### config.mk
export PLATFORM = sky130hd
export DESIGN_NAME = rr_lock_arbiter
export DESIGN_NICKNAME = d
export VERILOG_FILES = /design/src/rtl/arb_pkg.sv /design/src/rtl/rr_lock_arbiter_rr_pick.sv /design/src/rtl/rr_lock_arbiter.sv
export SDC_FILE = /design/constraint.sdc
export NUM_CORES = 1
export LEC_CHECK = 0
export ABC_AREA = 0
export ABC_CLOCK_PERIOD_IN_PS = 1600
export BUFFER_PORTS_ARGS = -buffer_cell sky130_fd_sc_hd__buf_2
export CELL_PAD_IN_SITES_DETAIL_PLACEMENT = 1
export CELL_PAD_IN_SITES_GLOBAL_PLACEMENT = 2
export CORE_MARGIN = 2
export CORE_UTILIZATION = 28
export CTS_CLUSTER_DIAMETER = 80
export DETAILED_ROUTE_END_ITERATION = 8
export HOLD_SLACK_MARGIN = 0.15
export PLACE_DENSITY = 0.73
export SYNTH_ARGS = -nofsm -noshare
export SYNTH_HDL_FRONTEND = slang
export SYNTH_SLANG_ARGS = --single-unit
### constraint.sdc
create_clock -name clk_i -period 1.6 [get_ports clk_i]
set_input_delay 0.08 -clock clk_i [delete_from_list [all_inputs] [get_ports clk_i]]
set_output_delay 0.08 -clock clk_i [all_outputs]
set_load 0.05 [all_outputs]
### src/rtl/arb_pkg.sv
// ============================================================================
// Module      : arb_pkg
// Description : Shared types and width helpers for the round-robin lock
//               arbiter (state encoding, index-width helper).
// Revision    : 1.0 - initial release
// ============================================================================
`default_nettype none

package arb_pkg;

  // Arbiter FSM: waiting for a request, or holding a locked grant.
  typedef enum logic [0:0] {
    ARB_IDLE  = 1'b0,
    ARB_GRANT = 1'b1
  } arb_state_e;

  // Narrowest usable index width; never returns 0 so a bus is always legal.
  localparam int unsigned ARB_MIN_IDX_W = 1;

  function automatic int idx_width(input int n);
    return (n > 1) ? $clog2(n) : ARB_MIN_IDX_W;
  endfunction

endpackage

`default_nettype wire

### src/rtl/rr_lock_arbiter_rr_pick.sv
// ============================================================================
// Module      : rr_pick
// Description : Combinational rotated-priority pick. Returns the first set
//               request bit at or above the pointer, wrapping to bit 0.
//               The request vector is duplicated side by side so the
//               wrap-around is a plain lowest-set-bit search.
// Revision    : 1.0 - initial release
// ============================================================================
`default_nettype none

module rr_pick
  import arb_pkg::*;
#(
  parameter int NUM_PORTS = 4,
  localparam int IDX_W    = idx_width(NUM_PORTS)
) (
  input  logic [NUM_PORTS-1:0] req,
  input  logic [IDX_W-1:0]     ptr,
  output logic [NUM_PORTS-1:0] pick,
  output logic [IDX_W-1:0]     pick_idx
);

  localparam int DW = 2 * NUM_PORTS;

  logic [DW-1:0] dbl_req;
  logic [DW-1:0] keep_mask;
  logic [DW-1:0] masked;
  int            first_i;

  // Upper copy supplies the wrapped candidates, lower copy is masked below ptr.
  assign dbl_req   = {req, req};
  assign keep_mask = ~((DW'(1) << ptr) - DW'(1));
  assign masked    = dbl_req & keep_mask;

  // Lowest set bit of the masked double-width vector (downward scan, last hit wins).
  always_comb begin
    first_i = 0;
    for (int i = DW - 1; i >= 0; i--) begin
      if (masked[i]) first_i = i;
    end
  end

  // Fold the double-width position back to a port index and one-hot pick.
  always_comb begin
    pick_idx = '0;
    pick     = '0;
    if (|masked) begin
      pick_idx = IDX_W'((first_i >= NUM_PORTS) ? (first_i - NUM_PORTS) : first_i);
      pick     = NUM_PORTS'(1) << pick_idx;
    end
  end

endmodule

`default_nettype wire

### src/rtl/rr_lock_arbiter.sv
// ============================================================================
// Module      : rr_lock_arbiter
// Description : Round-robin arbiter with grant locking. The winner keeps a
//               registered one-hot grant until done_i, until its request
//               drops, or (ARB_BURST_LIMIT_EN defined) until it has held the
//               grant MAX_BURST cycles while another port is waiting.
//               Compile-time option: ARB_BURST_LIMIT_EN.
// Revision    : 1.0 - initial release
// ============================================================================
`default_nettype none

module rr_lock_arbiter
  import arb_pkg::*;
#(
  parameter int NUM_PORTS = 4,
  parameter int MAX_BURST = 8
) (
  input  logic                         clk_i,
  input  logic                         rst_ni,
  input  logic [NUM_PORTS-1:0]         req_i,
  input  logic                         done_i,
  output logic [NUM_PORTS-1:0]         gnt_o,
  output logic                         gnt_valid_o,
  output logic [idx_width(NUM_PORTS)-1:0] gnt_id_o
);

  localparam int IDX_W = idx_width(NUM_PORTS);

  // Elaboration-time parameter sanity checks.
  if (NUM_PORTS < 2) begin : g_chk_ports
    $error("rr_lock_arbiter: NUM_PORTS must be at least 2");
  end
  if (MAX_BURST < 2) begin : g_chk_burst
    $error("rr_lock_arbiter: MAX_BURST must be at least 2");
  end

  arb_state_e           state_q, state_d;
  logic [NUM_PORTS-1:0] gnt_q, gnt_d;
  logic [IDX_W-1:0]     id_q, id_d;
  logic [IDX_W-1:0]     ptr_q, ptr_d;
  logic [NUM_PORTS-1:0] pick;
  logic [IDX_W-1:0]     pick_idx;
  logic                 release_grant;

`ifdef ARB_BURST_LIMIT_EN
  localparam int CNT_W = idx_width(MAX_BURST);
  logic [CNT_W-1:0]     cnt_q, cnt_d;
  logic                 at_limit;
  logic                 others_waiting;
`endif

  rr_pick #(
    .NUM_PORTS (NUM_PORTS)
  ) u_pick (
    .req      (req_i),
    .ptr      (ptr_q),
    .pick     (pick),
    .pick_idx (pick_idx)
  );

  // State, grant, owner, pointer and burst-count registers.
  always_ff @(posedge clk_i or negedge rst_ni) begin
    if (!rst_ni) begin
      state_q <= ARB_IDLE;
      gnt_q   <= '0;
      id_q    <= '0;
      ptr_q   <= '0;
`ifdef ARB_BURST_LIMIT_EN
      cnt_q   <= '0;
`endif
    end else begin
      state_q <= state_d;
      gnt_q   <= gnt_d;
      id_q    <= id_d;
      ptr_q   <= ptr_d;
`ifdef ARB_BURST_LIMIT_EN
      cnt_q   <= cnt_d;
`endif
    end
  end

  // Next-state logic: grant from IDLE, release from GRANT, pointer moves only on release.
  always_comb begin
    state_d       = state_q;
    gnt_d         = gnt_q;
    id_d          = id_q;
    ptr_d         = ptr_q;
    release_grant = 1'b0;
`ifdef ARB_BURST_LIMIT_EN
    cnt_d          = cnt_q;
    at_limit       = (cnt_q == CNT_W'(MAX_BURST - 1));
    others_waiting = |(req_i & ~gnt_q);
`endif
    case (state_q)
      ARB_IDLE: begin
        if (|req_i) begin
          gnt_d   = pick;
          id_d    = pick_idx;
          state_d = ARB_GRANT;
`ifdef ARB_BURST_LIMIT_EN
          cnt_d   = '0;
`endif
        end
      end
      ARB_GRANT: begin
        release_grant = done_i || !req_i[id_q];
`ifdef ARB_BURST_LIMIT_EN
        // Count saturates so a lone owner keeps the grant indefinitely.
        if (!at_limit) cnt_d = cnt_q + CNT_W'(1);
        if (at_limit && others_waiting) release_grant = 1'b1;
`endif
        if (release_grant) begin
          gnt_d   = '0;
          state_d = ARB_IDLE;
          ptr_d   = (id_q == IDX_W'(NUM_PORTS - 1)) ? '0 : (id_q + IDX_W'(1));
        end
      end
      default: begin
        gnt_d   = '0;
        state_d = ARB_IDLE;
      end
    endcase
  end

  assign gnt_o       = gnt_q;
  assign gnt_valid_o = |gnt_q;
  assign gnt_id_o    = id_q;

endmodule

`default_nettype wire

==> flow_results.org, run 1 <==
** Status
- Run status :: finished, violations left
- The final reports fail on negative setup slack.

** Die
- Std cell rows :: 16
- Initial standard-cell utilization of the core :: slightly below 30%
- From bottom edge to top edge, the die measures 48.4 µm.
- The total area inside the core boundary comes to 1900 µm².
- For this design the top-level I/O count stands at 14.
- Chip width :: 48.4 µm
- The die covers roughly 2300 µm².

** Route
- Count of nets left with antenna violations after detail routing :: 0
- Number of remaining DRC errors :: 0
- In the final routed layout, each cell accounts on average for between 15 and 20 µm.
- DR vias :: 512
- For this run, the detailed router's first-pass iteration total came to 3.
- Post-detailed-route via-to-cell ratio :: 4.92
- DRC marker count from the first detailed-route iteration :: 6
- Summed over all layers, the routed wires come to approximately 1600 µm.

** Timing
- The final hold violation count was 0.
- The worst pin sits at a relative slew slack of 80.2%.
- The number of slew-limit violations in the final report is 0.
- Setup violations remaining at the end of the flow were counted as 4.
- Setup repair after global routing missed its margin :: true
- Dividing the final minimum period by the clock period gives 101%.
- Clock period minus worst slack :: 1620 ps
- Max frequency :: 618 MHz
- Hold slack :: 230 ps
- Smallest setup slack after layout :: -17.9 ps
- Worst clock skew on the final layout :: 3.80 ps
- At the pin with the least slew margin, the transition time is 298 ps.

** CTS
- TritonCTS clock tree :: yes
- Cell at the root of the clock tree :: clkbuf_4
- Buffers inserted during clock tree synthesis total 3.
- After clock tree synthesis, the clock-pin slew on the worst setup and hold paths is 60 ps.
- Clock sink count :: 9
- Maximum clock path buffer count :: 2
- CTS built an H-tree with a depth of 1.
- For the worst-skew pair, the clock arrives at the later sink with an insertion delay of 260 ps.

** Power
- Worst VDD drop :: 0.848 mV
- Total power draw :: 2.07 mW
- Power density of the placed cells :: ~2400 nW/µm²
- For this design the static power due to leakage is 0.411 nW.

** Worst hold path
- Class of the most critical hold timing path :: in -> reg

** Worst setup path
- The setup check on the worst reg-to-reg path leaves a slack of -20 ps.
- STA classifies the critical path endpoint as a flop.
- Arrival time of data at the critical path endpoint :: between 1500 and 2000 ps
- Worst path required time :: approximately 1800 ps
- Biggest fanout along the worst timing path :: 4
- The worst setup path is of the reg -> reg kind.
- Type of element launching the critical path :: flop

** Finish
- Final instance count without filler cells :: between 100 and 150
- Share of the core filled with cells in the final layout :: 44.5%
- In the layout the commonest cells are 13 x buf_2, 8 x buf_4, 7 x dfrtp_1, 6 x inv_1.
- In the final layout, flip-flops and latches occupy 228 µm².
- The library cell used most frequently in the layout, excluding fill and tap cells, is buf_2.
- Of the cells placed in the final design, the portion with a size suffix greater than 1 is 63.6%.
- Synth-to-layout area growth :: 53.2%
- Area of the multi-input gates :: roughly 400 µm²
- Final-stage net count :: 87
- 0 antenna diodes ended up in the layout.
- After filler insertion, the fill cell instance count of the layout stands at 223.

** Logic synthesis
- Synth top area cells :: dfrtp_1 41%, mux2_4 5.4%, ha_1 4.5%, inv_1 4.1%, mux4_2 4.1%
- The share of the Yosys chip area taken by registers is just over 40%.
- The synthesized netlist occupies a cell area of between 500 and 600 µm².
- In this run, distinct cell masters in the synthesized netlist total 25.
- Nets in the synthesized netlist :: 60
- Post-synthesis cell type with the largest combined area :: dfrtp_1
- Synthesized flop and latch total :: 9
- Yosys top cell area share :: about two fifths
- During synthesis, Yosys emitted a total of 0 warnings.
- Syn_area_per_cell :: 10.8 µm²
- Post-synthesis cell count :: 51

** Global route
- Combined global-route utilization of all metal layers :: between 10% and 20%
- First-pass GRT wire length :: 2780 µm
- Entering global routing, the biggest net connects 10 pins.
- The number of global-route vias before repair was 579.
- Total congestion overflow :: 0
- The initial antenna violation count was 0.

** Job
- Max Cap Viol :: 0

** Placement
- Place WS :: -173 ps
- Buffers placed on the I/O ports in this run total 13.
- Dpl cells :: 97
- The HPWL after detailed placement is 1070 µm.
- GP Congestion :: 0.726
worst paths after layout:
kind | startpoint | to | depth (start not counted)
max | ptr_q[1] | gnt_o[3] | 6
min reg2reg | gnt_o[2] | gnt_o[2] | 1
min in group asynchronous | rst_ni | state_q | 2
min | req_i[3] | state_q | 4
max reg2reg | ptr_q[1] | gnt_o[3] | 6
max in group asynchronous | rst_ni | gnt_id_o[1] | 2
stage by stage:
stage                     setup TNS (ps)  area, µm²
after CTS                          -88.2        828
final                              -54.4        847
after detailed placement            -710        698
after global routing                -457        847
after global placement              -668        698
after floorplan                     -488        554
state kept, by name (all words and copies together) (netlist names):
signal    cells
ptr_q         2
gnt_o         4
state_q       1
gnt_id_o      2
synthesized netlist by cell type:
master / number
a211o_1: 1
a211oi_1: 1
a211oi_2: 1
a21boi_0: 1
a21boi_4: 1
a21o_2: 1
a21oi_1: 1
a22o_1: 2
dfrtp_1: 9
ha_1: 2
inv_1: 6
mux2_4: 2
mux4_2: 1
nand2_1: 3
nand2b_1: 3
nand2b_4: 1
nor2_1: 4
nor2b_2: 1
o21a_1: 1
o21ai_0: 3
o32ai_1: 2
or2_2: 1
or3b_2: 1
or4_1: 1
or4_4: 1
metal layers:
metal	part of all wire [%]	GRT usage (%)	wire length, µm
met2	54	27.1	857
met4	0.87	7.14	14
met3	2.5	2.16	40
met5	0	0	0
met1	43	18.3	688
final cells by class:
type                    instances  share of cell area [%]
repair buffers                 22                    16.0
flip-flops and latches          9                    26.9
well taps                      27                    3.99
inverters                       6                    2.66
clock buffers                   4                    3.10
multi-input cells              36                    47.4
critical path, cell delays in order, from the launching register on:
cell and delay [ps]:
dfrtp_1 400, nand2b_4 160, ha_4 140, nand2b_4 50, a211o_1 300, a211oi_4 300
a22o_1 190
cells by family after synthesis:
family | Yosys count | synth area share [%]
fa+ha+maj | 2 | 4.52
buf+inv | 6 | 4.07
flops | 9 | 40.7
simple gates | 16 | 18.3
mux | 3 | 9.50
compound gates | 15 | 22.9
report_power, final:
group	internal [mW]	switching, mW
registers	0.336	0.0930
logic	0.667	0.796
clock network	0.0962	0.0804
what timing repair did:
action	in CTS	in global routing
pin swaps	8	5
hold buffers	1	0
buffers inserted	2	1
gates resized for setup	18	3
hold endpoints to repair	9	0
setup endpoints to repair	8	8
(Power assumes the default switching activity.)
==> inputs of run 2 (changes only) <==
- ABC_CLOCK_PERIOD_IN_PS: 1600 -> 1800
- CORE_UTILIZATION: 28 -> 31
- PLACE_DENSITY: 0.73 -> 0.77
- clock period: 1.6 -> 1.8 ns (I/O delays scaled with it)
==> run 2 against run 1 <==
Net effect: the run now ends clean; non-clock buffer count decreased by 5; final cell count decreased by 6.7%; first-iteration DRC count decreased by 33%; via count decreased by 10%; critical path depth increased by 1; global-route usage decreased by 1.8 points; sequential power decreased by 11%; critical endpoint is now gnt_o[1]; largest power group unchanged.
==> flow_results.org, run 2 (synthesis gave the netlist of run 1 again) <==
** Worst setup path
- FF-to-FF setup slack :: 90 ps (was -20 ps)
- Cell Chain, Critical Path :: or2_2, ha_4, nand2_2, o21ai_2, o21ai_1, buf_4, o32ai_1 (was nand2b_4, ha_4, nand2b_4, a211o_1, a211oi_4, a22o_1)
- The type of the worst setup path is reg -> reg (unchanged).
- Family of cells with the greatest summed delay on the critical path :: flip-flops (was compound AO/OA/AOI/OAI gates)
- The delay of the slowest critical-path stage came to 420 ps (was 400 ps).
- The endpoint kind of the worst setup timing path is a flop (unchanged).
- The slowest stage cell on the critical path is dfrtp_1 (unchanged).
- The total buffers and inverters traversed by the critical path came to 1 (was 0).
- Type of element launching the critical path :: flop (unchanged)
- Worst path required time :: 1960 ps (was 1800 ps)
- Biggest fanout along the worst timing path :: 5 (was 4)
- The arrival time at the worst endpoint is 1870 ps (was 1810 ps).

** Finish
- Synth-to-layout area growth :: 33.0% (was 53.2%)
- Most frequent cells in the layout: 13 x buf_2, 8 x dfrtp_1, 6 x inv_1, 4 x nor2_1 (was 13 x buf_2, 8 x buf_4, 7 x dfrtp_1, 6 x inv_1).
- Number of flip-flops in the largest register :: 4 (unchanged)
- Sequential cell area in the final layout :: 226 µm² (was 228 µm²)
- Final instance count without filler cells :: 97 (was 104)
- Total of fill cells in the finished design :: 193 (was 223)
- The combined area of the multi-input logic cells is 332 µm² (was 402 µm²).
- The total inserted antenna cells is 0 (unchanged).
- The final net count came to 82 (was 87).
- The most frequent standard cell in the layout excluding fill and tap cells was buf_2 (unchanged).
- Layout cell share with drive strength beyond 1 :: 48.6% (was 63.6%)

** Placement
- The count of buffers inserted at the top-level ports is 13 (unchanged).
- Dpl cells :: 90 (was 97)
- Place WS :: 12.9 ps (was -173 ps)
- HPWL after DPL :: 967 µm (was 1070 µm)
- The final RePlAce weighted congestion is 0.704 (was 0.726).

** Timing
- Endpoints failing setup :: 0 (was 4)
- The number of slew-limit violations in the final report was 0 (unchanged).
- Hold Vio Cnt, Final :: 0 (unchanged)
- Clock period minus worst slack :: 1710 ps (was 1620 ps)
- Smallest setup slack after layout :: 87.6 ps (was -17.9 ps)
- The worst slew margin relative to its limit came to 73.8% (was 80.2%).
- The final clock period utilization by the worst path was 95.1% (was 101%).
- Worst-Margin Slew :: 390 ps (was 298 ps)
- Worst clock skew on the final layout :: 2.51 ps (was 3.80 ps)
- The fmax came to 584 MHz (was 618 MHz).

** Die
- Std cell rows :: 15 (was 16)
- The height of the die was 46.2 µm (was 48.4 µm).
- The starting density of the core was 32.4% (was 29.1%).
- Die Outline Area :: 2140 µm² (was 2350 µm²)
- Chip width :: 46.2 µm (was 48.4 µm)
- # IOs :: 14 (unchanged)
- Core area :: 1710 µm² (was 1900 µm²)

** Global route
- The sum of overflow across all layers after global routing came to 0 (unchanged).
- The largest net degree at the start of global routing is 10 (unchanged).
- The number of global-route vias before repair is 478 (was 579).
- The global-route total usage across every layer was 13.5% (was 15.3%).
- The initial antenna violation count was 0 (unchanged).
- First-pass GRT wire length :: 2020 µm (was 2780 µm)

** CTS
- Cell at the root of the clock tree :: clkbuf_4 (unchanged)
- The register clock-pin slew on the reported worst setup and hold paths is 60 ps (about the same).
- The number of H-tree levels was 1 (unchanged).
- TritonCTS clock tree :: yes (unchanged)
- The clock network latency to the later pin of the worst-skew pair was 250 ps (was 260 ps).
- The CTS sink count is 9 (unchanged).
- Maximum clock path buffer count :: 2 (unchanged)
- Num CTS Buffers :: 3 (unchanged)

** Route
- Number of iterations in the first detailed-routing pass :: 4 (was 3)
- The initial detailed-routing violation count came to 4 (was 6).
- The via density per instance is 4.74 (was 4.92).
- The number of antenna-violating nets in the routed design is 0 (unchanged).
- Routed len/inst :: 13.4 µm (was 15.4 µm)
- The count of unresolved DRC violations after routing is 0 (unchanged).
- DR vias :: 460 (was 512)
- Total Wirelength :: 1300 µm (was 1600 µm)

** Job
- Max Cap Viol :: 0 (unchanged)

** Power
- Leakage power total :: 0.358 nW (was 0.411 nW)
- Power density of the placed cells :: 2090 nW/µm² (was 2440 nW/µm²)
- The maximum resistive drop on vdd is 1.10 mV (was 0.848 mV).
- The total power after layout was 1.54 mW (was 2.07 mW).

** Worst hold path
- Class of the most critical hold timing path :: in -> async (was in -> reg)

** Status
- Run status: finished clean (was finished, violations left).
## run 2: changes by cell type in the layout (fill, tap and decap cells not counted), sizes merged
cell / before / now
buf: 21 / 16
## run 2: through the flow
step | hold slack, ps | instance area, µm² | setup TNS [ps] | utilization (%)
6_report | 223 | 736 | 0 | 43.1
3_3_place_gp | -49.6 | 658 | 0 | 38.5
4_1_cts | 213 | 709 | 0 | 41.5
2_1_floorplan | -206 | 554 | 0 | -
3_5_place_dp | -46.0 | 658 | 0 | 38.5
5_1_grt | 229 | 736 | -4.26 | 43.1
## run 2: timing repair
action,in CTS,in global routing
setup buffers,2,0
pin swaps,0,2
hold buffers,1,0
setup endpoints to repair,2,5
resized for setup,0,6
cloned,0,0
hold endpoints to repair,9,0
## run 2: area by class of cell
cell class,count,share of cell area [%]
Multi-Input combinational cell,36,45.1
Sequential cell,9,30.8
Timing Repair Buffer,17,13.3
Tap cell,25,4.25
Clock buffer,4,3.57
Inverter,6,3.06
## run 2: power breakdown
| group | internal, mW | switching [mW] | total, mW |
|---|---|---|---|
| logic | 0.420 | 0.582 | 1.00 |
| clock network | 0.0853 | 0.0682 | 0.154 |
| registers | 0.296 | 0.0867 | 0.383 |
| total | 0.802 | 0.737 | 1.54 |
## run 2: metal layers
metal	vias to the layer above	track usage, %	share of wire [%]
li1	227	-	-
met1	224	17.0	47
met2	7	21.7	49
met3	2	1.18	2.4
met4	0	9.14	1.1
met5	-	0	0
## run 2: final timing paths
path                            startpoint     endpoint  depth (start not counted)
max in group asynchronous           rst_ni  gnt_id_o[1]                          2
worst max register to register    ptr_q[0]     gnt_o[1]                          7
worst max-delay path              ptr_q[0]     gnt_o[1]                          7
min in group clk_i                  done_i      state_q                          4
worst min register to register    gnt_o[2]     gnt_o[2]                          1
worst min-delay path                rst_ni     gnt_o[0]                          2
